==> src/rtl/sha256_pkg.sv <==
// Shared types and constants for the SHA-256 message sequencer.
package sha256_pkg;

  typedef enum logic [1:0] {
    FILL = 2'd0,
    PAD  = 2'd1,
    LEN  = 2'd2,
    EMIT = 2'd3
  } seq_state_t;

  localparam int         SHA_BLOCK_WORDS = 16;
  localparam int         SHA_LEN_WORDS   = 2;
  localparam logic [7:0] SHA_PAD_MARKER  = 8'h80;

  // Byte enables on a final word must be MSB-contiguous (or empty).
  function automatic logic keep_legal_last(input logic [3:0] keep);
    case (keep)
      4'b1111, 4'b1110, 4'b1100, 4'b1000, 4'b0000: return 1'b1;
      default:                                     return 1'b0;
    endcase
  endfunction

endpackage

==> src/rtl/sha256_tail_pad.sv <==
// Combinational formatter for the final word of a message: keeps the valid
// bytes, drops the 0x80 marker into the first free byte and zeroes the rest.
// A full final word cannot hold the marker, so it is flagged as pending.
module sha256_tail_pad
  import sha256_pkg::*;
(
  input  logic [31:0] data,
  input  logic [3:0]  keep,
  output logic [31:0] word,
  output logic        marker_pend,
  output logic [2:0]  nbytes,
  output logic        legal
);

  logic [3:0] keep_eff;

  // Illegal patterns are treated as a full word so the stream keeps moving.
  always_comb begin
    legal       = keep_legal_last(keep);
    keep_eff    = legal ? keep : 4'b1111;
    word        = data;
    marker_pend = 1'b0;
    nbytes      = 3'd4;
    case (keep_eff)
      4'b1110: begin word = {data[31:8],  SHA_PAD_MARKER};          nbytes = 3'd3; end
      4'b1100: begin word = {data[31:16], SHA_PAD_MARKER, 8'h00};   nbytes = 3'd2; end
      4'b1000: begin word = {data[31:24], SHA_PAD_MARKER, 16'h0};   nbytes = 3'd1; end
      4'b0000: begin word = {SHA_PAD_MARKER, 24'h0};                nbytes = 3'd0; end
      default: begin word = data; marker_pend = 1'b1;               nbytes = 3'd4; end
    endcase
  end

endmodule

==> src/rtl/sha256_msg_sequencer.sv <==
// Packs a 32-bit message word stream into padded 512-bit SHA-256 blocks and
// hands them to the compression core over valid/ready.
// Optional block counter on blk_count_o: define SHA256_SEQ_STATS_EN.
module sha256_msg_sequencer
  import sha256_pkg::*;
#(
  parameter int BYTE_CNT_W = 61
) (
  input  logic         axi_clk_i,
  input  logic         aresetn_i,
  input  logic         s_valid_i,
  output logic         s_ready_o,
  input  logic [31:0]  s_data_i,
  input  logic [3:0]   s_keep_i,
  input  logic         s_last_i,
  output logic         blk_valid_o,
  input  logic         blk_ready_i,
  output logic [511:0] blk_data_o,
  output logic         blk_first_o,
  output logic         blk_last_o,
  output logic         msg_done_o,
  output logic         keep_err_o,
  input  logic         err_clr_i,
  output logic [31:0]  blk_count_o
);

  localparam logic [3:0] LAST_IDX = 4'(SHA_BLOCK_WORDS - 1);
  localparam logic [3:0] LEN_IDX  = 4'(SHA_BLOCK_WORDS - SHA_LEN_WORDS);

  seq_state_t            state, state_d;
  logic [3:0]            wr_idx, wr_idx_d;
  logic [BYTE_CNT_W-1:0] byte_cnt, byte_cnt_d;
  logic                  first_flag, first_flag_d;
  logic                  last_pend, last_pend_d;
  logic                  pad_pend, pad_pend_d;
  logic                  marker_pend, marker_pend_d;
  logic                  keep_err, keep_err_d;
  logic                  msg_done, msg_done_d;
  logic                  new_err;
  logic                  wr_en, len_wr, buf_clr;
  logic [31:0]           wr_word;
  logic [63:0]           bitlen;
  logic [31:0]           blk_buf [SHA_BLOCK_WORDS];

  logic [31:0]           tp_word;
  logic                  tp_marker;
  logic [2:0]            tp_nbytes;
  logic                  tp_legal;

  sha256_tail_pad u_tail_pad (
    .data        (s_data_i),
    .keep        (s_keep_i),
    .word        (tp_word),
    .marker_pend (tp_marker),
    .nbytes      (tp_nbytes),
    .legal       (tp_legal)
  );

  assign bitlen     = 64'({byte_cnt, 3'b000});
  assign msg_done_o = msg_done;
  assign keep_err_o = keep_err;

  // Next-state, buffer write controls and handshake outputs.
  always_comb begin
    state_d       = state;
    wr_idx_d      = wr_idx;
    byte_cnt_d    = byte_cnt;
    first_flag_d  = first_flag;
    last_pend_d   = last_pend;
    pad_pend_d    = pad_pend;
    marker_pend_d = marker_pend;
    new_err       = 1'b0;
    wr_en         = 1'b0;
    wr_word       = '0;
    len_wr        = 1'b0;
    buf_clr       = 1'b0;
    s_ready_o     = 1'b0;
    blk_valid_o   = 1'b0;
    blk_first_o   = 1'b0;
    blk_last_o    = 1'b0;
    case (state)
      FILL: begin
        s_ready_o = 1'b1;
        if (s_valid_i) begin
          wr_en    = 1'b1;
          wr_idx_d = wr_idx + 4'd1;
          if (s_last_i) begin
            wr_word       = tp_word;
            marker_pend_d = tp_marker;
            byte_cnt_d    = byte_cnt + BYTE_CNT_W'(tp_nbytes);
            new_err       = ~tp_legal;
            if (wr_idx == LAST_IDX) begin
              // Block is full: length (and maybe the marker) go to a fresh block.
              state_d     = EMIT;
              pad_pend_d  = 1'b1;
              last_pend_d = 1'b0;
            end else begin
              state_d = PAD;
            end
          end else begin
            wr_word    = s_data_i;
            byte_cnt_d = byte_cnt + BYTE_CNT_W'(4);
            new_err    = (s_keep_i != 4'b1111);
            if (wr_idx == LAST_IDX) begin
              state_d     = EMIT;
              last_pend_d = 1'b0;
              pad_pend_d  = 1'b0;
            end
          end
        end
      end
      PAD: begin
        if (wr_idx == LEN_IDX && !marker_pend) begin
          state_d = LEN;
        end else begin
          wr_en         = 1'b1;
          wr_word       = marker_pend ? {SHA_PAD_MARKER, 24'h0} : 32'h0;
          marker_pend_d = 1'b0;
          wr_idx_d      = wr_idx + 4'd1;
          if (wr_idx == LAST_IDX) begin
            // No room left for the length words in this block.
            state_d     = EMIT;
            pad_pend_d  = 1'b1;
            last_pend_d = 1'b0;
          end else if (wr_idx == LEN_IDX - 4'd1) begin
            state_d = LEN;
          end
        end
      end
      LEN: begin
        len_wr      = 1'b1;
        state_d     = EMIT;
        last_pend_d = 1'b1;
        pad_pend_d  = 1'b0;
      end
      EMIT: begin
        blk_valid_o = 1'b1;
        blk_first_o = first_flag;
        blk_last_o  = last_pend;
        if (blk_ready_i) begin
          wr_idx_d     = '0;
          first_flag_d = 1'b0;
          if (last_pend) begin
            byte_cnt_d   = '0;
            first_flag_d = 1'b1;
            last_pend_d  = 1'b0;
            buf_clr      = 1'b1;
            state_d      = FILL;
          end else if (pad_pend) begin
            pad_pend_d = 1'b0;
            state_d    = PAD;
          end else begin
            state_d = FILL;
          end
        end
      end
      default: state_d = FILL;
    endcase
    keep_err_d = new_err ? 1'b1 : (err_clr_i ? 1'b0 : keep_err);
    msg_done_d = (state == EMIT) && blk_ready_i && last_pend;
  end

  // Control and state registers.
  always_ff @(posedge axi_clk_i or negedge aresetn_i) begin
    if (!aresetn_i) begin
      state       <= FILL;
      wr_idx      <= '0;
      byte_cnt    <= '0;
      first_flag  <= 1'b1;
      last_pend   <= 1'b0;
      pad_pend    <= 1'b0;
      marker_pend <= 1'b0;
      keep_err    <= 1'b0;
      msg_done    <= 1'b0;
    end else begin
      state       <= state_d;
      wr_idx      <= wr_idx_d;
      byte_cnt    <= byte_cnt_d;
      first_flag  <= first_flag_d;
      last_pend   <= last_pend_d;
      pad_pend    <= pad_pend_d;
      marker_pend <= marker_pend_d;
      keep_err    <= keep_err_d;
      msg_done    <= msg_done_d;
    end
  end

  // Block buffer: single-word writes while filling/padding, two-word length write.
  always_ff @(posedge axi_clk_i or negedge aresetn_i) begin
    if (!aresetn_i) begin
      for (int i = 0; i < SHA_BLOCK_WORDS; i++) blk_buf[i] <= '0;
    end else if (buf_clr) begin
      for (int i = 0; i < SHA_BLOCK_WORDS; i++) blk_buf[i] <= '0;
    end else begin
      if (wr_en) blk_buf[wr_idx] <= wr_word;
      if (len_wr) begin
        blk_buf[LEN_IDX]  <= bitlen[63:32];
        blk_buf[LAST_IDX] <= bitlen[31:0];
      end
    end
  end

  // Flatten the buffer onto the block bus only while a block is offered.
  always_comb begin
    blk_data_o = '0;
    if (state == EMIT) begin
      for (int i = 0; i < SHA_BLOCK_WORDS; i++)
        blk_data_o[32*(SHA_BLOCK_WORDS-1-i) +: 32] = blk_buf[i];
    end
  end

`ifdef SHA256_SEQ_STATS_EN
  logic [31:0] blk_count;

  // Saturating count of accepted blocks.
  always_ff @(posedge axi_clk_i or negedge aresetn_i) begin
    if (!aresetn_i)
      blk_count <= '0;
    else if (state == EMIT && blk_ready_i && blk_count != 32'hFFFF_FFFF)
      blk_count <= blk_count + 32'd1;
  end

  assign blk_count_o = blk_count;
`else
  assign blk_count_o = '0;
`endif

endmodule

==> config.mk <==
export PLATFORM = sky130hd
export DESIGN_NAME = sha256_msg_sequencer
export DESIGN_NICKNAME = d
export VERILOG_FILES = /design/src/rtl/sha256_pkg.sv /design/src/rtl/sha256_tail_pad.sv /design/src/rtl/sha256_msg_sequencer.sv
export SDC_FILE = /design/constraint.sdc
export NUM_CORES = 1
export LEC_CHECK = 0
export CAP_MARGIN = 20
export CORE_AREA = 2 2 255 257
export DETAILED_ROUTE_END_ITERATION = 16
export DIE_AREA = 0 0 257 259
export PLACE_DENSITY_LB_ADDON = 0.25
export SLEW_MARGIN = 30
export SYNTH_ARGS = -nofsm -noshare
export SYNTH_HDL_FRONTEND = slang
export SYNTH_SLANG_ARGS = --single-unit
==> constraint.sdc <==
create_clock -name axi_clk_i -period 2.3 [get_ports axi_clk_i]
set_input_delay 0.345 -clock axi_clk_i [delete_from_list [all_inputs] [get_ports axi_clk_i]]
set_output_delay 0.345 -clock axi_clk_i [all_outputs]
set_load 0.02 [all_outputs]
# Word-level counts from Yosys, hierarchy flattened
# Index checks and enable logic that the tools add are counted.
word_totals:
  reg_bits: 585
  output_inout_bits: 550
classes:
  reduce_logical: 23
  eq_ne: 22
  bitwise: 2
  add_sub_neg: 3
  n_lt_le_gt_ge: 2
  muxes: 70
ops:
  columns: ["op", "count"]
  rows:
  - ["2-to-1 mux 512 bit", 3]
  - ["bitwise mux 512 bit", 1]
  - ["2-to-1 mux 61 bit", 4]
  - ["2-to-1 mux 32 bit", 5]
  - ["demux 32 bit (select 4 bit)", 1]
  - ["one-hot mux 32 bit (4 select lines)", 1]
  - ["one-hot mux 61 bit (2 select lines)", 1]
  - ["2-to-1 mux 64 bit", 1]
  - ["one-hot mux 32 bit (2 select lines)", 1]
  - ["adder 61 x 3 -> 61 bit", 1]
  - ["adder 61 x 3 -> 61 bit, second input constant", 1]
  - ["equality test 4 bit, second input constant", 10]
  - ["2-to-1 mux 1 bit", 33]
  - ["2-to-1 mux 2 bit", 8]
  - ["2-to-1 mux 4 bit", 4]
  - ["AND reduction 4 bit", 4]
  - ["!= test 2 bit, second input constant", 6]
  - ["one-hot mux 3 bit (4 select lines)", 1]
  - ["one-hot mux 4 bit (3 select lines)", 1]
  - ["logical NOT 4 bit", 2]
  - ["!= test 4 bit, second input constant", 2]
  - ["one-hot mux 1 bit (4 select lines)", 2]
  - ["one-hot mux 2 bit (4 select lines)", 1]
  - ["nonzero test 2 bit", 4]
  - ["other kinds (18)", 24]

# Depth between registers and ports, before layout
# Gate-level depths: netlist (run 1).
depth:
  ltp_word: 13
  depth_mapped: 12
  mapped_depth_nobuf: 10

# Hierarchy
# Synthesis (run 1) repeated with hierarchy kept, for this count alone.
hier_totals:
  cells_unflattened: 2517
  area_unflattened_um2: 27378.8
modules_own_cells:
  columns: ["mod", "seq_area_each_um2", "instances", "cells_each", "area_per_inst_um2"]
  rows:
  - ["sha256_msg_sequencer", 14640.3, 1, 2468, 27019.7]
  - ["sha256_tail_pad", 0.0, 1, 49, 359.1]

# Worst setup path after synthesis (run 1)
# No wires, ideal clock.
synth_path:
  path_type: "input to register"
  start: "input port s_keep_i[1]"
  end: "register byte_cnt[38]"
  arrival_time_ns: 2.427
  path_buffers: 1
  path_slack_ns: -0.205
  stages: 11
  cell_sequence: "or2_1 -> and2_1 -> nor2_1 -> inv_1 -> ha_1 -> nand2_1 -> a21oi_2 -> nand3_4 -> buf_2 -> or4_1 -> a21oi_1"
synth_between:
  elab_chain_len: 10
synth_rtl:
  columns: ["element", "line_no", "text"]
  rows:
  - ["from (decl)", "sha256_msg_sequencer.sv:14", "input logic [3:0] s_keep_i,"]
  - ["equality test 4 bit or logical NOT 4 bit (tied branches)", "sha256_pkg.sv:17", "case (keep)"]
  - ["OR reduction 5 bit", "sha256_pkg.sv:17", null]
  - ["2-to-1 mux 1 bit", "sha256_pkg.sv:17", null]
  - ["2-to-1 mux 4 bit (*)", "sha256_tail_pad.sv:20", "keep_eff = legal ? keep : 4'b1111;"]
  - ["equality test 4 bit or logical NOT 4 bit (tied branches)", "sha256_tail_pad.sv:24", "case (keep_eff)"]
  - ["one-hot mux 3 bit (4 select lines) (*)", "sha256_tail_pad.sv:24", null]
  - ["adder 61 x 3 -> 61 bit (*)", "sha256_msg_sequencer.sv:90", "byte_cnt_d = byte_cnt + BYTE_CNT_W'(tp_nbytes);"]
  - ["2-to-1 mux 61 bit (*)", "sha256_msg_sequencer.sv:87", "if (s_last_i) begin"]
  - ["2-to-1 mux 61 bit (*)", "sha256_msg_sequencer.sv:84", "if (s_valid_i) begin"]
  - ["one-hot mux 61 bit (2 select lines) (*)", "sha256_msg_sequencer.sv:81", "case (state)"]
  - ["to (signal assigned)", "sha256_msg_sequencer.sv:178", "byte_cnt <= byte_cnt_d;"]
  - ["to (decl)", "sha256_msg_sequencer.sv:32", "logic [BYTE_CNT_W-1:0] byte_cnt, byte_cnt_d;"]
# Every way passes the cells marked *; elsewhere a longest branch is shown, timed or not. The select of a mux whose other input is x is not followed.
# A chain may end at the register's enable or synchronous reset.

# Worst setup path after layout (run 1)
layout_path:
  start: "register state[0]"
  end: "output port blk_data_o[209]"
layout_between:
  elab_chain_len: 2
layout_rtl:
  columns: ["element", "line_no", "text"]
  rows:
  - ["from (decl)", "sha256_msg_sequencer.sv:30", "seq_state_t state, state_d;"]
  - ["from (signal assigned)", "sha256_msg_sequencer.sv:176", "state <= state_d;"]
  - ["equality test 2 bit", "sha256_msg_sequencer.sv:206", "if (state == EMIT) begin"]
  - ["2-to-1 mux 512 bit", "sha256_msg_sequencer.sv:206", null]
  - ["to (decl)", "sha256_msg_sequencer.sv:18", "output logic [511:0] blk_data_o,"]
# No other way between the ends.

==> flow_metrics.env, run 1 <==
export IMPL_dp_cells=4350
export IMPL_yosys_area_top_type="dfrtp_1"
export IMPL_timing_final_crit_share_pct=114
export IMPL_die_w_um=257
export IMPL_yosysSeqAreaShare_pct=53.7
export IMPL_relSlewSlack_pct=53.3
export IMPL_slowest_delay_ns=0.37
export IMPL_cp_arrival_ns=2.29
export IMPL_rsz0062_at_grt="true"
export IMPL_crit_family="buffers and inverters"
export IMPL_min_path_type="input pin to asynchronous set/reset pin"
export IMPL_slew_violations=0
export IMPL_die_y_um=259
export IMPL_finalWorstSetupSlack_ns=-0.330
export IMPL_yosys_top_cells_area="dfrtp_1 54%, and2_1 12%, o21ai_0 7.3%"
export IMPL_p_per_area_nw_per_um2=970
export IMPL_avgSynthCellArea_um2=9.40
export IMPL_hold_violations=0
export IMPL_crit_type="flip-flop to output pin"
export IMPL_finalCriticalPeriod_ns=2.63
export IMPL_worstSetupEndpointType="output pin"
export IMPL_cts_buffers=60
export IMPL_start_kind="flip-flop"
export IMPL_gr_usage_all_layers_pct=30.6
export IMPL_viasPerCell=5.64
export IMPL_required_ns=1.96
export IMPL_grt_pass1_wl_um=156000
export IMPL_ys_flop_type="dfrtp_1"
export IMPL_vias=25400
export IMPL_dp_hpwl_um=74800
export IMPL_drv_cap=0
export IMPL_portBuffers=559
export IMPL_die_area_um2=66600
export IMPL_fin_nets=3652
export IMPL_root_buffer="clkbuf_16"
export IMPL_synthDistinctLibCells=72
export IMPL_num_io_pins=592
export IMPL_finClkSkew_ns=0.0183
export IMPL_fin_setup_tns_ns=-114.58
export IMPL_synthCells=2901
export IMPL_start_util_pct=42.7
export IMPL_leakage_nw=21.2
export IMPL_status="finished, violations left"
export IMPL_grt_overflow_total=0
export IMPL_drcViolationCount=0
export IMPL_yosysWarnings=0
export IMPL_core_um2=63900
export IMPL_fmax_mhz=380
export IMPL_syn_cell_area_um2=27300
export IMPL_path_clk_slew_ns=0.07
export IMPL_instances_no_fill=4500
export IMPL_area_growth_syn_to_layout_pct=42.3
export IMPL_final_setup_viol_count=624
export IMPL_drive_gt1_share_pct=23.6
export IMPL_yosysMostFrequentCell="dfrtp_1"
export IMPL_critPathLaunch="state[0]"
export IMPL_wire_per_inst_um=23.9
export IMPL_crit_chain="buf_6 > ha_4 > buf_12 > buf_8 > bufbuf_16 > and2_1 > buf_6"
export IMPL_synth_top_area_share_pct=53.6
export IMPL_first_iter_violations=2398
export IMPL_grt_max_degree=118
export IMPL_synthArstFlopShare_pct=100
export IMPL_cts_buffer_depth=3
export IMPL_crit_fanout=11
export IMPL_antenna_found_initial=5
export IMPL_critPathMostFrequentCell="buf_6"
export IMPL_std_cell_rows=93
export IMPL_path_buf_inv=5
export IMPL_globalplace_congestion=0.977
export IMPL_hold_ws_ns=0.231
export IMPL_finalWirelength_um=108000
export IMPL_failed_checks="negative setup slack"
export IMPL_ant_nets=0
export IMPL_diodes=0
export IMPL_slowest_stage="dfrtp_1"
export IMPL_worst_skew_pair_late_latency_ns=0.63
export IMPL_netlist_top_cells_count="584 x dfrtp_1, 518 x and2_1, 513 x nand2_1"
export IMPL_cts_sinks=585
export IMPL_r2r_start="state[0]"
export IMPL_tightest_slew_ns=0.699
export IMPL_synth_enable_flop_cells=0
export IMPL_dr_pass1_iters=6
export IMPL_cts_tree="built"
export IMPL_vdd_drop_max_mv=0.840
export IMPL_first_global_vias=25000
export IMPL_post_place_ws_ns=-0.875
export IMPL_htreeDepth=2
export IMPL_ys_ff_latch=585
-- state kept, by name (all words and copies together) (netlist names) --
| name | flops |
|---|---|
| pad_pend | 1 |
| marker_pend | 1 |
| wr_idx | 4 |
| byte_cnt | 61 |
| keep_err_o | 1 |
| msg_done_o | 1 |
| last_pend | 1 |
| blk_buf | 512 |
| first_flag | 1 |
| state | 2 |
-- timing repair --
action / 4_1_cts / 5_1_grt
cloned: 7 / 12
hold buffers: 1 / 0
pin swaps: 0 / 3
endpoints found under the hold margin: 42 / 0
gates resized for setup: 466 / 819
setup endpoints to repair: 593 / 928
setup buffers: 6 / 13
-- cell usage in the layout, fill, tap and decap left out, types with 12 or more instances in the layout --
| master | n |
|---|---|
| dfrtp_1 | 584 |
| and2_1 | 468 |
| inv_1 | 18 |
| and3_1 | 27 |
| buf_6 | 48 |
| o31ai_1 | 28 |
| clkdlybuf4s50_1 | 41 |
| nand2_1 | 512 |
| a21oi_1 | 42 |
| and2_4 | 49 |
| clkinv_2 | 13 |
| buf_8 | 15 |
| buf_2 | 33 |
| o21ai_0 | 396 |
| buf_4 | 281 |
| nand3_1 | 39 |
| clkbuf_16 | 69 |
| clkdlybuf4s15_2 | 31 |
| a221o_1 | 17 |
| a22o_1 | 48 |
| nand4_1 | 18 |
| a32oi_1 | 39 |
| conb_1 | 32 |
| dlymetal6s2s_1 | 193 |
| a31oi_4 | 12 |
| nor2_1 | 46 |
| clkbuf_2 | 137 |
| o21ai_1 | 66 |
| o2bb2ai_1 | 20 |
| buf_12 | 79 |
| or4_1 | 25 |
-- metal layers --
layer  up-vias  GRT usage, %  routed length [um]
met1     12600          40.0               42700
li1      11200             -                   -
met4         0          13.2                5040
met2      1385          50.1               50700
met3       262          5.83                9030
met5         -             0                   0
-- power breakdown --
part	leakage [nW]	internal, W	switching, W
clock network	1.03	0.00606	0.00425
registers	8.08	0.0121	0.00104
logic	12.1	0.00562	0.00855
-- area by class of cell --
cell class | instances | area, um2
clock buffer | 84 | 1740
sequential | 585 | 14600
inverter | 20 | 75.1
clock inverter | 26 | 333
timing repair buffer | 879 | 9040
tap | 855 | 1070
fill | 5253 | 25100
multi-input combinational | 2051 | 11900
-- cell families after synthesis --
family / Yosys count / synth area share [%]
simple gates: 1276 / 24.6
compound gates: 707 / 15.5
flops: 585 / 53.7
buf+inv: 296 / 4.79
mux: 14 / 0.532
fa+ha+maj: 13 / 0.624
xor+xnor: 9 / 0.289
other cells: 1 / 0.0137
-- path summary, 6_finish.rpt --
kind,end,slack (ns),cells past startpoint
worst max register to register,byte_cnt[59],-0.21,10
min in group axi_clk_i,keep_err_o,0.32,2
worst min register to register,blk_buf[333],0.47,2
max in group asynchronous,blk_buf[30],1.13,3
worst max-delay path,blk_data_o[209],-0.33,7
worst min-delay path,blk_buf[234],0.23,2
-- through the flow --
step / power, W / utilization, % / area [um2]
2_1_floorplan: 0.0193 / - / 27500
3_3_place_gp: 0.0252 / 56.5 / 36100
3_5_place_dp: 0.0258 / 56.7 / 36200
4_1_cts: 0.0367 / 60.1 / 38400
5_1_grt: 0.0392 / 60.7 / 38800
6_report: 0.0376 / 60.7 / 38800
Power figures use the tool's default switching activity.
==> run 2, diff against run 1 <==
--- a/config.mk
+++ b/config.mk
@@ -5,7 +5,6 @@
 export SDC_FILE = /design/constraint.sdc
 export NUM_CORES = 1
 export LEC_CHECK = 0
-export CAP_MARGIN = 20
 export CORE_AREA = 2 2 255 257
 export DETAILED_ROUTE_END_ITERATION = 16
 export DIE_AREA = 0 0 257 259
==> constraint.sdc (replaced) <==
create_clock -name axi_clk_i -period 3.3 [get_ports axi_clk_i]
set_input_delay 0.495 -clock axi_clk_i [delete_from_list [all_inputs] [get_ports axi_clk_i]]
set_output_delay 0.495 -clock axi_clk_i [all_outputs]
set_load 0.02 [all_outputs]
==> flow_metrics.env, run 2 (synthesis gave the netlist of run 1 again) <==
export IMPL_vdd_drop_max_mv=0.471
export IMPL_post_route_util_pct=57.4
export IMPL_relSlewSlack_pct=39.8
export IMPL_leakage_nw=15.7
export IMPL_dp_cells=4217
export IMPL_root_buffer="clkbuf_16"
export IMPL_r2r_cells=9
export IMPL_grt_max_degree=93
export IMPL_fmax_mhz=314
export IMPL_vias=24200
export IMPL_gr_usage_all_layers_pct=29.9
export IMPL_p_per_area_nw_per_um2=659
export IMPL_finalWirelength_um=101000
export IMPL_area_growth_syn_to_layout_pct=34.5
export IMPL_required_ns=2.80
export IMPL_final_cell_mix="584 x dfrtp_1, 558 x clkdlybuf4s50_1, 518 x and2_1"
export IMPL_path_clk_slew_ns=0.06
export IMPL_ant_nets=0
export IMPL_drv_cap=0
export IMPL_start_util_pct=42.7
export IMPL_htreeDepth=2
export IMPL_first_iter_violations=2103
export IMPL_timing_final_crit_share_pct=96.4
export IMPL_reg_largest_list="blk_buf (512), byte_cnt (61), wr_idx (4)"
export IMPL_finClkSkew_ns=0.0196
export IMPL_crit_fanout=89
export IMPL_dp_hpwl_um=73000
export IMPL_hold_violations=0
export IMPL_die_y_um=259
export IMPL_crit_type="flip-flop to output pin"
export IMPL_drcViolationCount=0
export IMPL_viasPerCell=5.58
export IMPL_cts_tree="built"
export IMPL_tightest_slew_ns=0.900
export IMPL_final_common_cell="dfrtp_1"
export IMPL_drive_gt1_share_pct=8.93
export IMPL_grt_pass1_wl_um=152000
export IMPL_wire_per_inst_um=23.4
export IMPL_die_w_um=257
export IMPL_worst_skew_pair_late_latency_ns=0.63
export IMPL_timing_rr_end="blk_buf[437]"
export IMPL_finalCriticalPeriod_ns=3.18
export IMPL_fin_setup_tns_ns=0
export IMPL_largest_register_ffs=512
export IMPL_first_global_vias=24100
export IMPL_num_io_pins=592
export IMPL_cts_buffer_depth=3
export IMPL_slew_violations=0
export IMPL_portBuffers=559
export IMPL_fin_nets=3487
export IMPL_cts_sinks=585
export IMPL_finalWorstSetupSlack_ns=0.119
export IMPL_largest_register="blk_buf"
export IMPL_cts_buffers=60
export IMPL_power_w=0.0242
export IMPL_reg2reg_slack_ns=0.21
export IMPL_r2r_start="state[1]"
export IMPL_start_kind="flip-flop"
export IMPL_core_um2=63900
export IMPL_worstSetupEndpointType="output pin"
export IMPL_dr_pass1_iters=6
export IMPL_cp_arrival_ns=2.69
export IMPL_final_setup_viol_count=0
export IMPL_post_place_ws_ns=-0.0824
export IMPL_antenna_found_initial=3
export IMPL_min_path_type="input pin to asynchronous set/reset pin"
export IMPL_globalplace_congestion=0.926
export IMPL_std_cell_rows=93
export IMPL_die_area_um2=66600
export IMPL_status="complete, no violations"
export IMPL_instances_no_fill=4339
export IMPL_rsz0062_at_grt="false"
export IMPL_grt_overflow_total=0
-- run 2: cell types whose count changed in the layout (fill, tap and decap cells not counted), sizes merged --
cell / previous run / this run
clkinvlp: 2 / 3
diode: 0 / 2
clkdlybuf4s15: 31 / 0
dlymetal6s2s: 193 / 0
bufbuf: 3 / 0
inv: 19 / 20
buf: 466 / 155
clkdlybuf4s50: 41 / 558
clkinv: 18 / 16
clkbuf: 228 / 88
bufinv: 7 / 5
-- run 2: layout make-up --
class,count,area [um2]
well taps,855,1070
flip-flops and latches,585,14600
repair buffers,714,7120
fillers,5444,27200
inverters,20,75.1
diodes,2,5.00
clock inverters,24,272
multi-input cells,2051,11700
clock buffers,88,1810
-- run 2: worst max-delay path by stage --
| stage | startpoint | endpoint | slack, ns |
|---|---|---|---|
| 3_5_place_dp | s_keep_i[3] | byte_cnt[54] | -0.08 |
| 6_report | state[0] | blk_data_o[103] | 0.12 |
| 5_1_grt | state[1] | blk_data_o[260] | 0.0004 |
| 2_1_floorplan | s_keep_i[1] | byte_cnt[38] | 0.64 |
| 3_3_place_gp | s_keep_i[2] | byte_cnt[54] | -0.05 |
| 4_1_cts | state[1] | blk_data_o[182] | 0.01 |
-- run 2: critical path, cell delays in order, from the launching register on --
cell and delay, ns:
dfrtp_1 0.44, ha_4 0.27, buf_4 0.17, buf_12 0.25
and2_1 0.27, clkdlybuf4s50_1 0.65
-- run 2: report_power, final --
| part | leakage, nW | switching, W | total (W) | internal (W) |
|---|---|---|---|---|
| clock | 1.03 | 0.00295 | 0.00713 | 0.00418 |
| sequential | 8.08 | 0.000775 | 0.00921 | 0.00844 |
| combinational | 6.61 | 0.00529 | 0.00784 | 0.00255 |
-- run 2: repair_timing --
| item | CTS | global route |
|---|---|---|
| hold endpoints to repair | 60 | 0 |
| buffers inserted | 2 | 5 |
| endpoints found under the setup margin | 302 | 144 |
| hold buffers | 1 | 0 |
| pin swaps | 1 | 1 |
| gates resized for setup | 0 | 1 |
-- run 2: routing by layer --
| layer | GRT usage [%] | up-vias | wire [um] |
|---|---|---|---|
| li1 | - | 10800 | - |
| met1 | 40.2 | 12000 | 41800 |
| met2 | 48.7 | 1130 | 47900 |
| met3 | 4.93 | 209 | 7620 |
| met4 | 11.7 | 0 | 4080 |
| met5 | 0 | - | 0 |
-- run 2: per-stage QoR --
step	area, um2	hold slack, ns
floorplan	27400	0.199
global placement	34400	0.451
detailed placement	34500	0.460
CTS	36600	0.419
global route	36700	0.452
finish	36700	0.438
==> run 3, diff against run 2 <==
--- a/config.mk
+++ b/config.mk
@@ -9,6 +9,7 @@
 export DETAILED_ROUTE_END_ITERATION = 16
 export DIE_AREA = 0 0 257 259
 export PLACE_DENSITY_LB_ADDON = 0.25
+export SETUP_SLACK_MARGIN = 0.5
 export SLEW_MARGIN = 30
 export SYNTH_ARGS = -nofsm -noshare
 export SYNTH_HDL_FRONTEND = slang
==> flow_metrics.env, run 3 (synthesis gave the netlist of run 1 again) <==
export IMPL_finClkSkew_ns=0.0193
export IMPL_place_area_um2=34500
export IMPL_fmax_mhz=354
export IMPL_htreeDepth=2
export IMPL_crit_type="flip-flop to output pin"
export IMPL_grt_overflow_total=0
export IMPL_fillers=5637
export IMPL_grt_pass1_wl_um=154000
export IMPL_drcViolationCount=0
export IMPL_relSlewSlack_pct=37.0
export IMPL_fin_setup_tns_ns=0
export IMPL_combPwrFrac_pct=33.3
export IMPL_drive_gt1_share_pct=14.2
export IMPL_die_y_um=259
export IMPL_wire_per_inst_um=23.9
export IMPL_start_util_pct=42.7
export IMPL_num_io_pins=592
export IMPL_gr_usage_all_layers_pct=30.2
export IMPL_cp_arrival_ns=2.33
export IMPL_globalplace_congestion=0.926
export IMPL_required_ns=2.80
export IMPL_min_path_type="input pin to asynchronous set/reset pin"
export IMPL_final_cell_mix="583 x dfrtp_1, 514 x and2_1, 512 x nand2_1"
export IMPL_multi_input_area_um2=11800
export IMPL_finalCriticalPeriod_ns=2.82
export IMPL_vias=24600
export IMPL_area_growth_syn_to_layout_pct=32.6
export IMPL_cts_buffers=60
export IMPL_rsz0062_at_grt="true"
export IMPL_p_seq_share_pct=37.6
export IMPL_cts_sinks=585
export IMPL_largest_register="blk_buf"
export IMPL_design_area_um2=36200
export IMPL_tightest_slew_ns=0.942
export IMPL_p_int_w=0.0152
export IMPL_fin_nets=3501
export IMPL_slew_violations=0
export IMPL_grt_max_degree=90
export IMPL_ant_nets=0
export IMPL_portBuffers=559
export IMPL_status="complete, no violations"
export IMPL_start_kind="flip-flop"
export IMPL_dr_pass1_iters=6
export IMPL_die_area_um2=66600
export IMPL_final_common_cell="dfrtp_1"
export IMPL_worstSetupEndpointType="output pin"
export IMPL_path_clk_slew_ns=0.06
export IMPL_power_w=0.0245
export IMPL_timing_final_crit_share_pct=85.5
export IMPL_crit_fanout=45
export IMPL_leakage_nw=18.2
export IMPL_worst_skew_pair_late_latency_ns=0.63
export IMPL_instances_no_fill=4353
export IMPL_final_seq_area_um2=14600
export IMPL_p_per_area_nw_per_um2=678
export IMPL_dp_hpwl_um=73000
export IMPL_viasPerCell=5.66
export IMPL_reg_largest_list="blk_buf (512), byte_cnt (61), wr_idx (4)"
export IMPL_cts_tree="built"
export IMPL_root_buffer="clkbuf_16"
export IMPL_antenna_found_initial=4
export IMPL_std_cell_rows=93
export IMPL_first_iter_violations=2364
export IMPL_largest_register_ffs=512
export IMPL_die_w_um=257
export IMPL_finalWirelength_um=104000
export IMPL_hold_ws_ns=0.437
export IMPL_first_global_vias=24300
export IMPL_hold_violations=0
export IMPL_cts_buffer_depth=3
export IMPL_core_um2=63900
export IMPL_p_sw_share_pct=37.8
export IMPL_vdd_drop_max_mv=0.485
export IMPL_drv_cap=0
export IMPL_clock_power_share_pct=29.1
export IMPL_final_setup_viol_count=0
export IMPL_p_switching_w=0.00928
export IMPL_dp_cells=4217
## run 3: cell types whose count changed in the layout (fill, tap and decap cells not counted), sizes merged, moves of 9 or more
cell	previous run	this run
clkdlybuf4s50	558	43
dlygate4sd2	0	271
clkbuf	88	224
clkdlybuf4s15	0	64
dlymetal6s2s	0	47
buf	155	164
## run 3: what timing repair did
item,CTS,global route
resized for setup,576,324
gates cloned,1,6
hold endpoints to repair,60,0
setup endpoints to repair,903,747
setup buffers,13,1
hold buffers,1,0
pin swaps,2,0
## run 3: cell type report
| type | instances | area share [%] |
|---|---|---|
| antenna | 2 | 0.0138 |
| multi-input combinational | 2053 | 32.6 |
| sequential | 585 | 40.5 |
| clock inverter | 24 | 0.751 |
| timing repair buffer | 726 | 18.0 |
| clock buffer | 88 | 5.00 |
| inverter | 20 | 0.225 |
| tap | 855 | 2.96 |
## run 3: stage by stage
step / setup WS [ns] / utilization [%]
after detailed placement: -0.0824 / 54.0
after floorplan: 0.645 / -
after global routing: 0.378 / 56.6
after CTS: 0.313 / 56.9
final: 0.478 / 56.6
after global placement: -0.0496 / 53.8
## run 3: path summary, 6_finish.rpt
path,depth (start not counted),endpoint,slack (ns),start
max,5,blk_data_o[257],0.48,state[0]
min,2,blk_buf[331],0.44,aresetn_i
max reg2reg,8,byte_cnt[39],0.55,state[0]
min reg2reg,2,first_flag,0.47,first_flag
max in group asynchronous,4,byte_cnt[27],1.78,aresetn_i
min in group axi_clk_i,2,keep_err_o,0.44,err_clr_i
## run 3: critical path, cell delays in order, from the launching register on
cell	delay, ns
dfrtp_2	0.42
ha_4	0.17
buf_12	0.16
buf_16	0.19
and2_1	0.15
clkdlybuf4s50_1	0.59
## run 3: routing by layer
layer / vias up / wire, um / global-route usage, %
met5: - / 0 / 0
met1: 12300 / 42500 / 40.4
met3: 217 / 8140 / 5.11
met4: 0 / 4240 / 11.8
li1: 10900 / - / -
met2: 1209 / 49100 / 49.2
## run 3: power by group through the flow
| stage | clock [W] | sequential (W) | combinational, W |
|---|---|---|---|
| floorplan | 0 | 0.00902 | 0.00437 |
| global placement | 0 | 0.00926 | 0.00733 |
| detailed placement | 0 | 0.00932 | 0.00767 |
| CTS | 0.00720 | 0.00920 | 0.00778 |
| global route | 0.00748 | 0.00937 | 0.00877 |
| finish | 0.00715 | 0.00922 | 0.00816 |
